File: src/rtl/dmem_arbiter.sv
// Two-requester arbiter/sequencer in front of the single-port data memory.
// Define DMEM_ARB_RR_EN for round-robin tie-break; default is fixed priority to requester 0.
module dmem_arbiter #(
  parameter int ADDR_WIDTH = 8,
  parameter int DATA_WIDTH = 32
) (
  input  logic                  clk_i,
  input  logic                  rst_i,
  input  logic                  req0_i,
  input  logic                  lock0_i,
  input  logic [3:0]            ctrl0_i,
  input  logic [ADDR_WIDTH-1:0] addr0_i,
  input  logic [DATA_WIDTH-1:0] wdata0_i,
  output logic                  gnt0_o,
  output logic                  rvalid0_o,
  output logic [DATA_WIDTH-1:0] rdata0_o,
  input  logic                  req1_i,
  input  logic                  lock1_i,
  input  logic [3:0]            ctrl1_i,
  input  logic [ADDR_WIDTH-1:0] addr1_i,
  input  logic [DATA_WIDTH-1:0] wdata1_i,
  output logic                  gnt1_o,
  output logic                  rvalid1_o,
  output logic [DATA_WIDTH-1:0] rdata1_o,
  output logic [3:0]            mem_rw_ctrl_o,
  output logic [ADDR_WIDTH-1:0] mem_waddr_o,
  output logic [ADDR_WIDTH-1:0] mem_raddr_o,
  output logic [DATA_WIDTH-1:0] mem_wdata_o,
  input  logic [DATA_WIDTH-1:0] mem_rdata_i
);

  typedef enum logic [1:0] {IDLE, OWN0, OWN1} state_t;

  state_t state_q, state_d;
  logic   last_q;
  logic   tie_pick1;

`ifdef DMEM_ARB_RR_EN
  assign tie_pick1 = ~last_q;
`else
  assign tie_pick1 = 1'b0;
`endif

  always_comb begin
    gnt0_o  = 1'b0;
    gnt1_o  = 1'b0;
    state_d = IDLE;
    if (!rst_i) begin
      unique case (state_q)
        IDLE: begin
          if (req0_i && (!req1_i || !tie_pick1)) gnt0_o = 1'b1;
          else if (req1_i)                       gnt1_o = 1'b1;
        end
        OWN0:    gnt0_o = req0_i;
        OWN1:    gnt1_o = req1_i;
        default: ;
      endcase
    end
    // Ownership persists only while the owner is granted and still locking.
    if (gnt0_o && lock0_i)      state_d = OWN0;
    else if (gnt1_o && lock1_i) state_d = OWN1;
  end

  always_comb begin
    mem_rw_ctrl_o = '0;
    mem_waddr_o   = '0;
    mem_raddr_o   = '0;
    mem_wdata_o   = '0;
    if (gnt0_o) begin
      mem_rw_ctrl_o = ctrl0_i;
      mem_waddr_o   = addr0_i;
      mem_raddr_o   = addr0_i;
      mem_wdata_o   = wdata0_i;
    end else if (gnt1_o) begin
      mem_rw_ctrl_o = ctrl1_i;
      mem_waddr_o   = addr1_i;
      mem_raddr_o   = addr1_i;
      mem_wdata_o   = wdata1_i;
    end
  end

  always_ff @(posedge clk_i) begin
    if (rst_i) begin
      state_q   <= IDLE;
      last_q    <= 1'b1;
      rvalid0_o <= 1'b0;
      rvalid1_o <= 1'b0;
      rdata0_o  <= '0;
      rdata1_o  <= '0;
    end else begin
      state_q   <= state_d;
      if (gnt0_o)      last_q <= 1'b0;
      else if (gnt1_o) last_q <= 1'b1;
      rvalid0_o <= gnt0_o & ~ctrl0_i[3];
      rvalid1_o <= gnt1_o & ~ctrl1_i[3];
      if (gnt0_o && !ctrl0_i[3]) rdata0_o <= mem_rdata_i;
      if (gnt1_o && !ctrl1_i[3]) rdata1_o <= mem_rdata_i;
    end
  end

endmodule

File: config.mk
export PLATFORM = sky130hd
export DESIGN_NAME = dmem_arbiter
export DESIGN_NICKNAME = d
export VERILOG_FILES = /design/src/rtl/dmem_arbiter.sv
export SDC_FILE = /design/constraint.sdc
export NUM_CORES = 1
export LEC_CHECK = 0
export CORE_MARGIN = 5
export CORE_UTILIZATION = 36
export DETAILED_ROUTE_END_ITERATION = 6
export PLACE_DENSITY_LB_ADDON = 0.2
export SYNTH_ARGS = -nofsm -noshare
export SYNTH_HDL_FRONTEND = slang
export SYNTH_SLANG_ARGS = --single-unit
File: constraint.sdc
create_clock -name clk_i -period 3.9 [get_ports clk_i]
set_input_delay 0.585 -clock clk_i [delete_from_list [all_inputs] [get_ports clk_i]]
set_output_delay 0.585 -clock clk_i [all_outputs]
set_load 0.005 [all_outputs]
# After elaboration in Yosys (flattened, before gate mapping)
# Index checks and enable logic that the tools add are counted.
[word_totals]
regBits = 68
latch_bits = 0
ramBits = 0
rom_bits = 0
in_bits = 126
output_inout_bits = 120
word_cells = 35
n_memories = 0
[op_classes]
addsub = 0
n_mul = 0
div = 0
n_lt_le_gt_ge = 0
n_eq_ne = 2
shifts = 0
muxes = 15
bitwise = 4
reduce_logical = 8
[op_table]
columns = ["cell", "n"]
rows = [
  ["two-way mux 32 bit", 2],
  ["two-way mux 8 bit", 2],
  ["two-way mux 4 bit", 2],
  ["two-way mux 1 bit", 6],
  ["logical AND 1 bit", 4],
  ["one-hot mux 1 bit (2 select lines)", 2],
  ["bitwise AND 1 bit", 2],
  ["equality test 2 x 1 -> 1 bit (second input constant)", 1],
  ["equality test 2 bit (second input constant)", 1],
  ["zero test 1 bit", 2],
  ["zero test 2 bit", 1],
  ["two-way mux 2 bit", 1],
  ["inverter 1 bit", 2],
  ["OR reduction 2 bit", 1],
]

# Logic depth before layout (Yosys ltp)
# Gate-level depths: netlist of run 1.
[depth]
depth_word = 7
mapped_depth = 7
depth_no_buf = 3

# Worst setup path before layout of run 1
# OpenSTA, ideal clock, no wires.
[synth_timing]
path_kind = "input-to-output"
start = "in req0_i"
end = "out mem_waddr_o[0]"
t_arrival_ps = 1577
required_time_ps = 3315
setup_slack_ps = 1738
path_stages = 7
path_buffers = 4
path_cell_list = "nand2b_1 > buf_2 > and3_1 > buf_2 > buf_2 > a22o_1 > buf_4"
[synth_between]
elab_chain_len = 5
elab_cells_between_ends = 8
classes_between = "8 x mux"
[synth_rtl]
columns = ["element", "line_no", "source"]
rows = [
  ["from (decl)", "9", "input logic req0_i,"],
  ["two-way mux 1 bit", "51", "if (req0_i && (!req1_i || !tie_pick1)) gnt0_o = 1'b1;"],
  ["one-hot mux 1 bit (2 select lines)", "49", "unique case (state_q)"],
  ["two-way mux 1 bit", "48", "if (!rst_i) begin"],
  ["net gnt1_o", "22", "output logic gnt1_o,"],
  ["two-way mux 8 bit (2 in series)", "--", ""],
  ["to (decl)", "26", "output logic [ADDR_WIDTH-1:0] mem_waddr_o,"],
]
# The timed path passes the listed nets, and every way through them passes these cells.

# Worst setup path in the final report of run 1
[layout_timing]
start = "in req0_i"
end = "out mem_wdata_o[17]"
[layout_between]
elab_chain_len = 5
elab_cells_between_ends = 8
classes_between = "8 x mux"
[layout_rtl]
columns = ["element", "line_no", "source"]
rows = [
  ["two-way mux 1 bit", "51", ""],
  ["one-hot mux 1 bit (2 select lines)", "49", ""],
  ["two-way mux 1 bit", "48", ""],
  ["two-way mux 32 bit", "74", "end else if (gnt1_o) begin"],
  ["two-way mux 32 bit *", "69", "if (gnt0_o) begin"],
  ["to (decl)", "28", "output logic [DATA_WIDTH-1:0] mem_wdata_o,"],
]
# Every way passes the cells marked *; elsewhere a longest branch is shown, timed or not.

==> results.cfg, run 1 <==
[run_status]
status = finished clean

[floorplan]
io_pins = 246
die_h_um = 102.0
rows = 33
core_area_um2 = 8217
die_area_um2 = 10410
start_util_pct = 37.09
chipWidth_um = 102.0

[synthesis]
ys_seq_area_share_pct = 44.66
yosysUniqueCellTypes = 17
postSynthCellCount = 355
synth_area_leaders = dfxtp_1, nand2b_1, a22o_1, o21ai_0, nand3_1
yosysTopAreaCellShare_pct = 44.66
synth_largest_area_cell = dfxtp_1
yosysWarnings = 0
synth_nets = 481
avgSynthCellArea_um2 = 8.586
synthesis.area_um2 = 3048
ys_ff_latch = 68

[sta]
skew_ns = 0.009110
post-route-period-util_pct = 80.15
slew_headroom_pct = 54.77
fmax_mhz = 319.9
grt_setup_unrepaired = false
setup_viol = 0
worstMarginPinSlew_ns = 0.6784
fin_setup_tns_ns = 0
hold_viol = 0
period_needed_ns = 3.126
slew_violations = 0

[setup_path]
crit_chain = clkdlybuf4s50_1 -> nand2b_1 -> and3_1 -> buf_4 -> a22o_1 -> clkdlybuf4s50_1
cp_max_fo = 46
timing.rr.start = state_q[1]$_SDFF_PP0_
critPathLaunch = req0_i
critical_path_class = input pin to output pin
slowest_delay_ns = 0.53
rr_worst_depth = 5
arrival_ns = 2.54
reg2reg_slack_ns = 1.88
start_kind = input pin
rr_endpoint = rdata1_o[1]$_SDFFE_PP0P_
cp.required_ns = 3.31
crit_family = buffers and inverters
crit_top_cell = clkdlybuf4s50_1
crit_buf_inv = 3
end_kind = output pin
slowest_stage = clkdlybuf4s50_1

[worst_hold_path]
min_path_type = register to register
min_to = rdata1_o[9]$_SDFFE_PP0P_
worstHoldStart = rdata1_o[9]$_SDFFE_PP0P_
hold-path-cell-count = 2

[drt]
wl_um = 12390
wl_per_cell_um = 18.06
first_pass_iters = 4
drtIter0Drc = 132
vias_per_cell = 4.958
num_vias = 3401
drc_errors = 0
ant_nets = 0

[finish]
postLayoutCellArea_um2 = 5679
multi_input_area_um2 = 1471
utilization_pct = 69.12
fin_nets = 702
final-seq-area_um2 = 1361
final_common_cell = clkdlybuf4s50_1
nFillCells = 660
syn2layout_area_growth_pct = 86.33
fin_cells = 686
final_cell_mix = clkdlybuf4s50_1, dfxtp_1, nand2b_1
num_antenna_cells = 0
drive_above_1_share_pct = 4.475

[cts]
clock_latency_ns = 0.35
post_cts_buffers = 0
htree_levels = 3
cts_tree = yes
path_clk_slew_ns = 0.07
cts_made_buffers = 9
cts_sinks = 68
ctsHoldBuffers = 0
cts_resized = 0
cts-root-buf = clkbuf_8
clockBufferDepth = 2

[placement]
port_buffers = 245
placedCellCount = 670
place_area_um2 = 5477
dp_hpwl_um = 9352
gp_congestion = 0.9556

[grt]
grt_pass1_wl_um = 18770
grt_max_degree = 67
antenna_found_initial = 0
first_global_vias = 3505
overflow = 0
grt_usage_pct = 23.30

[power]
p_per_area_nw_per_um2 = 305.2
power_leakage_nw = 2.035
ir_drop_uv = 146.3

[run]
max-cap-violations = 0
-- worst reg2reg max path, stage by stage (launching register included) --
cell and delay [ns]:
dfxtp_1 0.34, nand2b_1 0.19, buf_4 0.38, and2_1 0.64, buf_12 0.24, o21ai_0 0.11
-- kinds of logic (layout without fill, tap and decap cells) --
family / Yosys count / after routing / share of synthesized area (%)
buffers and inverters: 42 / 268 / 7.430
flip-flops: 68 / 68 / 44.66
AND/OR/NAND/NOR: 137 / 137 / 24.75
AO/OA/AOI/OAI: 108 / 108 / 23.15
-- synthesized netlist by cell type --
| library cell | number |
|---|---|
| a22o_1 | 44 |
| and2_1 | 3 |
| and3_1 | 1 |
| buf_2 | 18 |
| buf_4 | 12 |
| clkbuf_1 | 11 |
| clkbuf_2 | 1 |
| dfxtp_1 | 68 |
| nand2_1 | 32 |
| nand2b_1 | 65 |
| nand3_1 | 32 |
| nor2_1 | 1 |
| nor2_2 | 1 |
| nor4b_1 | 1 |
| nor4b_4 | 1 |
| o21ai_0 | 35 |
| o21ai_1 | 29 |
-- power by group --
group | total [W] | internal [W] | switching, W | leakage, nW
logic | 0.000397 | 0.000264 | 0.000133 | 1.38
registers | 0.000743 | 0.000726 | 0.0000168 | 0.555
clock network | 0.000594 | 0.000328 | 0.000265 | 0.102
-- final cells by class --
cell class              instances  area share (%)
clock buffers                  12           2.732
multi-input cells             245           25.91
repair buffers                252           44.24
well taps                     105           2.313
clock inverters                 4          0.8372
flip-flops and latches         68           23.97
-- worst max-delay path by stage --
stage	slack, ns	endpoint	cells past startpoint
2_1_floorplan	1.74	mem_waddr_o[0]	7
3_3_place_gp	0.80	mem_wdata_o[17]	6
3_5_place_dp	0.76	mem_wdata_o[17]	6
4_1_cts	0.76	mem_wdata_o[17]	6
5_1_grt	0.67	mem_wdata_o[17]	6
6_report	0.77	mem_wdata_o[17]	6
-- state kept, by name, indices dropped and copies added (netlist names) --
register,cells
rdata0_o,32
rdata1_o,32
rvalid0_o,1
rvalid1_o,1
state_q,2
-- metal layers --
layer	wire, µm	GRT usage [%]	vias up	share of wire (%)
li1	-	-	1660	-
met1	4800	26.77	1572	39
met2	6206	41.23	155	50
met4	176	6.660	0	1.4
met3	1209	7.713	14	9.8
met5	0	0	-	0
-- metrics by stage --
step / setup WS, ns / hold slack (ns) / total power, W
2_1_floorplan: 1.738 / 0.4585 / 0.0008743
5_1_grt: 0.6714 / 0.4824 / 0.001806
6_report: 0.7743 / 0.4641 / 0.001734
3_5_place_dp: 0.7617 / 0.4532 / 0.001156
3_3_place_gp: 0.7989 / 0.4512 / 0.001150
4_1_cts: 0.7592 / 0.4663 / 0.001746
Power figures use the tool's default switching activity.
==> run 2: changes to the inputs <==
--- a/config.mk
+++ b/config.mk
@@ -6,7 +6,7 @@
 export NUM_CORES = 1
 export LEC_CHECK = 0
 export CORE_MARGIN = 5
-export CORE_UTILIZATION = 36
+export CORE_UTILIZATION = 33
 export DETAILED_ROUTE_END_ITERATION = 6
 export PLACE_DENSITY_LB_ADDON = 0.2
 export SYNTH_ARGS = -nofsm -noshare
==> constraint.sdc (replaced) <==
create_clock -name clk_i -period 3.05 [get_ports clk_i]
set_input_delay 0.4575 -clock clk_i [delete_from_list [all_inputs] [get_ports clk_i]]
set_output_delay 0.4575 -clock clk_i [all_outputs]
set_load 0.005 [all_outputs]
==> results.cfg, run 2 (synthesis gave the netlist of run 1 again) <==
[run]
max-cap-violations = 0

[grt]
overflow = 0
grt_usage_pct = 21.72
grt_max_degree = 67
grt_pass1_wl_um = 19090
first_global_vias = 3488
antenna_found_initial = 1

[setup_path]
cp.required_ns = 2.59
end_kind = output pin
crit_chain = clkdlybuf4s50_1 -> nand2b_1 -> and3_1 -> buf_12 -> a22o_1 -> clkdlybuf4s50_1
crit_top_cell = clkdlybuf4s50_1
cp_max_fo = 46
crit_family = buffers and inverters
start_kind = input pin
critical_path_class = input pin to output pin
arrival_ns = 2.30
slowest_stage = clkdlybuf4s50_1
crit_buf_inv = 3
slowest_delay_ns = 0.52

[cts]
cts_tree = yes
cts-root-buf = clkbuf_8
ctsHoldBuffers = 0
htree_levels = 3
cts_made_buffers = 9
post_cts_buffers = 0
cts_resized = 0
cts_sinks = 68
clock_latency_ns = 0.33
clockBufferDepth = 2
path_clk_slew_ns = 0.08

[drt]
wl_per_cell_um = 18.51
vias_per_cell = 4.875
drc_errors = 0
num_vias = 3393
first_pass_iters = 6
drtIter0Drc = 106
wl_um = 12880
ant_nets = 0

[finish]
largestRegisters = rdata0_o: 32 flops, rdata1_o: 32 flops, state_q: 2 flops
nFillCells = 807
final_cell_mix = clkdlybuf4s50_1, dfxtp_1, nand2b_1
postLayoutCellArea_um2 = 5768
drive_above_1_share_pct = 5.137
final_common_cell = clkdlybuf4s50_1
fin_nets = 705
syn2layout_area_growth_pct = 89.24

[sta]
period_needed_ns = 2.756
slew_violations = 0
slew_headroom_pct = 62.31
fin_setup_tns_ns = 0
worstMarginPinSlew_ns = 0.5653
skew_ns = 0.007754
grt_setup_unrepaired = false
fmax_mhz = 362.9
hold_viol = 0
setup_viol = 0
post-route-period-util_pct = 90.35

[floorplan]
core_area_um2 = 9109
io_pins = 246
start_util_pct = 33.46
rows = 35
die_area_um2 = 11260
die_h_um = 106.1
chipWidth_um = 106.1

[power]
power_w = 0.002400
p_per_area_nw_per_um2 = 416.0
ir_drop_uv = 207.5
power_leakage_nw = 2.078

[placement]
place_area_um2 = 5507
gp_congestion = 0.9100
port_buffers = 245
dp_hpwl_um = 10010

[worst_hold_path]
min_path_type = register to register

[run_status]
status = finished clean
[run 2: layer usage]
| metal | vias to the layer above | global-route usage, % | wire length [µm] | share of wire [%] |
|---|---|---|---|---|
| li1 | 1671 | - | - | - |
| met2 | 144 | 37.47 | 6518 | 51 |
| met4 | 0 | 8.788 | 288 | 2.2 |
| met5 | - | 0 | 0 | 0 |
| met3 | 15 | 7.347 | 1093 | 8.5 |
| met1 | 1563 | 24.49 | 4983 | 39 |
[run 2: worst register-to-register path, cell delays in order, from the launching register on]
cell	delay (ns)
dfxtp_1	0.37
nand2b_1	0.23
buf_4	0.29
and2_1	0.19
buf_4	0.27
o21ai_0	0.16
[run 2: worst paths after layout]
path | start | endpoint | slack (ns) | cells after the start
worst max-delay path | req0_i | mem_wdata_o[31] | 0.29 | 6
worst min-delay path | rdata1_o[23]$_SDFFE_PP0P_ | rdata1_o[23]$_SDFFE_PP0P_ | 0.47 | 2
worst max register to register | state_q[1]$_SDFF_PP0_ | rdata1_o[1]$_SDFFE_PP0P_ | 1.42 | 5
worst min register to register | rdata1_o[23]$_SDFFE_PP0P_ | rdata1_o[23]$_SDFFE_PP0P_ | 0.47 | 2
[run 2: per-stage QoR]
stage / instances / worst slack (ns) / utilization, % / hold WS, ns
5_1_grt: 696 / 0.2172 / 63.32 / 0.4810
2_1_floorplan: 355 / 1.143 / - / 0.4585
3_3_place_gp: 679 / 0.3347 / 60.45 / 0.4523
6_report: 696 / 0.2942 / 63.32 / 0.4662
3_5_place_dp: 679 / 0.3146 / 60.45 / 0.4531
4_1_cts: 695 / 0.3102 / 63.30 / 0.4679
[run 2: cell type report]
type,count,area [µm²],share of cell area [%]
Antenna cell,1,2.502,0.04338
Clock buffer,11,151.4,2.625
Timing Repair Buffer,255,2535,43.95
Multi-Input combinational cell,245,1471,25.51
Tap cell,111,138.9,2.408
Clock inverter,5,107.6,1.866
Sequential cell,68,1361,23.60
[run 2: report_power, final]
group	total [W]	leakage (nW)	internal [W]	switching [W]
combinational	0.000515	1.39	0.000341	0.000174
clock	0.000935	0.130	0.000591	0.000344
sequential	0.000949	0.555	0.000928	0.0000212
total	0.00240	2.08	0.00186	0.000539
==> run 3: changes to the inputs <==
--- a/config.mk
+++ b/config.mk
@@ -5,7 +5,6 @@
 export SDC_FILE = /design/constraint.sdc
 export NUM_CORES = 1
 export LEC_CHECK = 0
-export CORE_MARGIN = 5
 export CORE_UTILIZATION = 33
 export DETAILED_ROUTE_END_ITERATION = 6
 export PLACE_DENSITY_LB_ADDON = 0.2
==> results.cfg, run 3 (synthesis gave the netlist of run 1 again) <==
[cts]
clock_latency_ns = 0.33
cts_tree = yes
ctsHoldBuffers = 0
path_clk_slew_ns = 0.07
post_cts_buffers = 0
cts-root-buf = clkbuf_8
cts_sinks = 68
htree_levels = 3
clockBufferDepth = 2
cts_resized = 0
cts_made_buffers = 9

[run]
max-cap-violations = 0

[finish]
drive_above_1_share_pct = 4.475
largestRegisters = rdata0_o: 32 flops, rdata1_o: 32 flops, state_q: 2 flops
final_common_cell = clkdlybuf4s50_1
nFillCells = 761
fin_nets = 702
final_cell_mix = clkdlybuf4s50_1, dfxtp_1, nand2b_1
utilization_pct = 64.24
num_antenna_cells = 0
syn2layout_area_growth_pct = 86.49

[sta]
worstMarginPinSlew_ns = 0.5688
fin_setup_tns_ns = 0
hold_viol = 0
slew_headroom_pct = 62.08
period_needed_ns = 2.728
slew_violations = 0
grt_setup_unrepaired = false
setup_viol = 0
post-route-period-util_pct = 89.43
fmax_mhz = 366.6
skew_ns = 0.005452

[setup_path]
critPathLaunch = req0_i
crit_top_cell = clkdlybuf4s50_1
start_kind = input pin
crit_chain = clkdlybuf4s50_1 -> nand2b_1 -> and3_1 -> buf_12 -> a22o_1 -> clkdlybuf4s50_1
cp.required_ns = 2.59
arrival_ns = 2.27
timing.rr.start = state_q[1]$_SDFF_PP0_
crit_buf_inv = 3
cp_max_fo = 46
slowest_delay_ns = 0.53
slowest_stage = clkdlybuf4s50_1
critical_path_class = input pin to output pin
end_kind = output pin
crit_family = buffers and inverters

[grt]
grt_max_degree = 66
overflow = 0
antenna_found_initial = 0
grt_usage_pct = 23.77
grt_pass1_wl_um = 17960
first_global_vias = 3384

[placement]
gp_congestion = 0.7992
port_buffers = 245
dp_hpwl_um = 8670

[power]
power_leakage_nw = 2.029
ir_drop_uv = 234.8
p_per_area_nw_per_um2 = 384.3

[drt]
first_pass_iters = 7
drc_errors = 10
wl_um = 11610
num_vias = 3438
vias_per_cell = 4.990
wl_per_cell_um = 16.85
drtIter0Drc = 131
ant_nets = 0

[worst_hold_path]
worstHoldStart = rdata1_o[24]$_SDFFE_PP0P_
min_path_type = register to register

[floorplan]
start_util_pct = 34.45
chipWidth_um = 98.11
die_area_um2 = 9625
core_area_um2 = 8848
io_pins = 246
rows = 34
die_h_um = 98.11

[run_status]
violations = DRC
status = finished, violations left
## run 3: where the power goes
part | switching [W] | leakage (nW) | internal (W)
Clock | 0.000348 | 0.0927 | 0.000378
Combinational | 0.000169 | 1.38 | 0.000341
Sequential | 0.0000213 | 0.555 | 0.000928
## run 3: metrics by stage
| step | worst slack (ns) | hold slack, ns | std cells | area [µm²] | power [W] |
|---|---|---|---|---|---|
| after floorplan | 1.143 | 0.4585 | 355 | 3048 | 0.001118 |
| after global placement | 0.3169 | 0.4519 | 673 | 5493 | 0.001471 |
| after detailed placement | 0.3010 | 0.4541 | 673 | 5493 | 0.001479 |
| after CTS | 0.2877 | 0.4671 | 689 | 5684 | 0.002205 |
| after global routing | 0.2465 | 0.4799 | 689 | 5684 | 0.002282 |
| final | 0.3223 | 0.4645 | 689 | 5684 | 0.002184 |
## run 3: layout make-up
type / count / area (µm²) / share of cell area [%]
flip-flops and latches: 68 / 1361 / 23.95
repair buffers: 252 / 2525 / 44.42
well taps: 108 / 135.1 / 2.377
clock buffers: 10 / 127.6 / 2.245
multi-input cells: 245 / 1471 / 25.89
clock inverters: 6 / 63.81 / 1.123
## run 3: per-layer routing
metal  wire [µm]  GRT usage, %  share of wire, %  up-vias
met5           0             0                 0        -
met4         229         7.459               2.0        0
met3         824         6.514               7.1       14
met2        5683         40.25                49      158
met1        4870         29.22                42     1606
li1            -             -                 -     1660
## run 3: final timing paths
path,endpoint,slack (ns),cells past startpoint
setup / recovery,mem_wdata_o[24],0.32,6
hold / removal,rdata1_o[24]$_SDFFE_PP0P_,0.46,2
setup reg to reg,rdata1_o[1]$_SDFFE_PP0P_,1.19,5
hold reg to reg,rdata1_o[24]$_SDFFE_PP0P_,0.46,2
## run 3: worst reg2reg max path: cells and delay by family, from the launching register on
family	cells	cell delay (ns)
buf+inv	2	0.73
flops	1	0.36
simple gates	2	0.47
compound gates	1	0.18
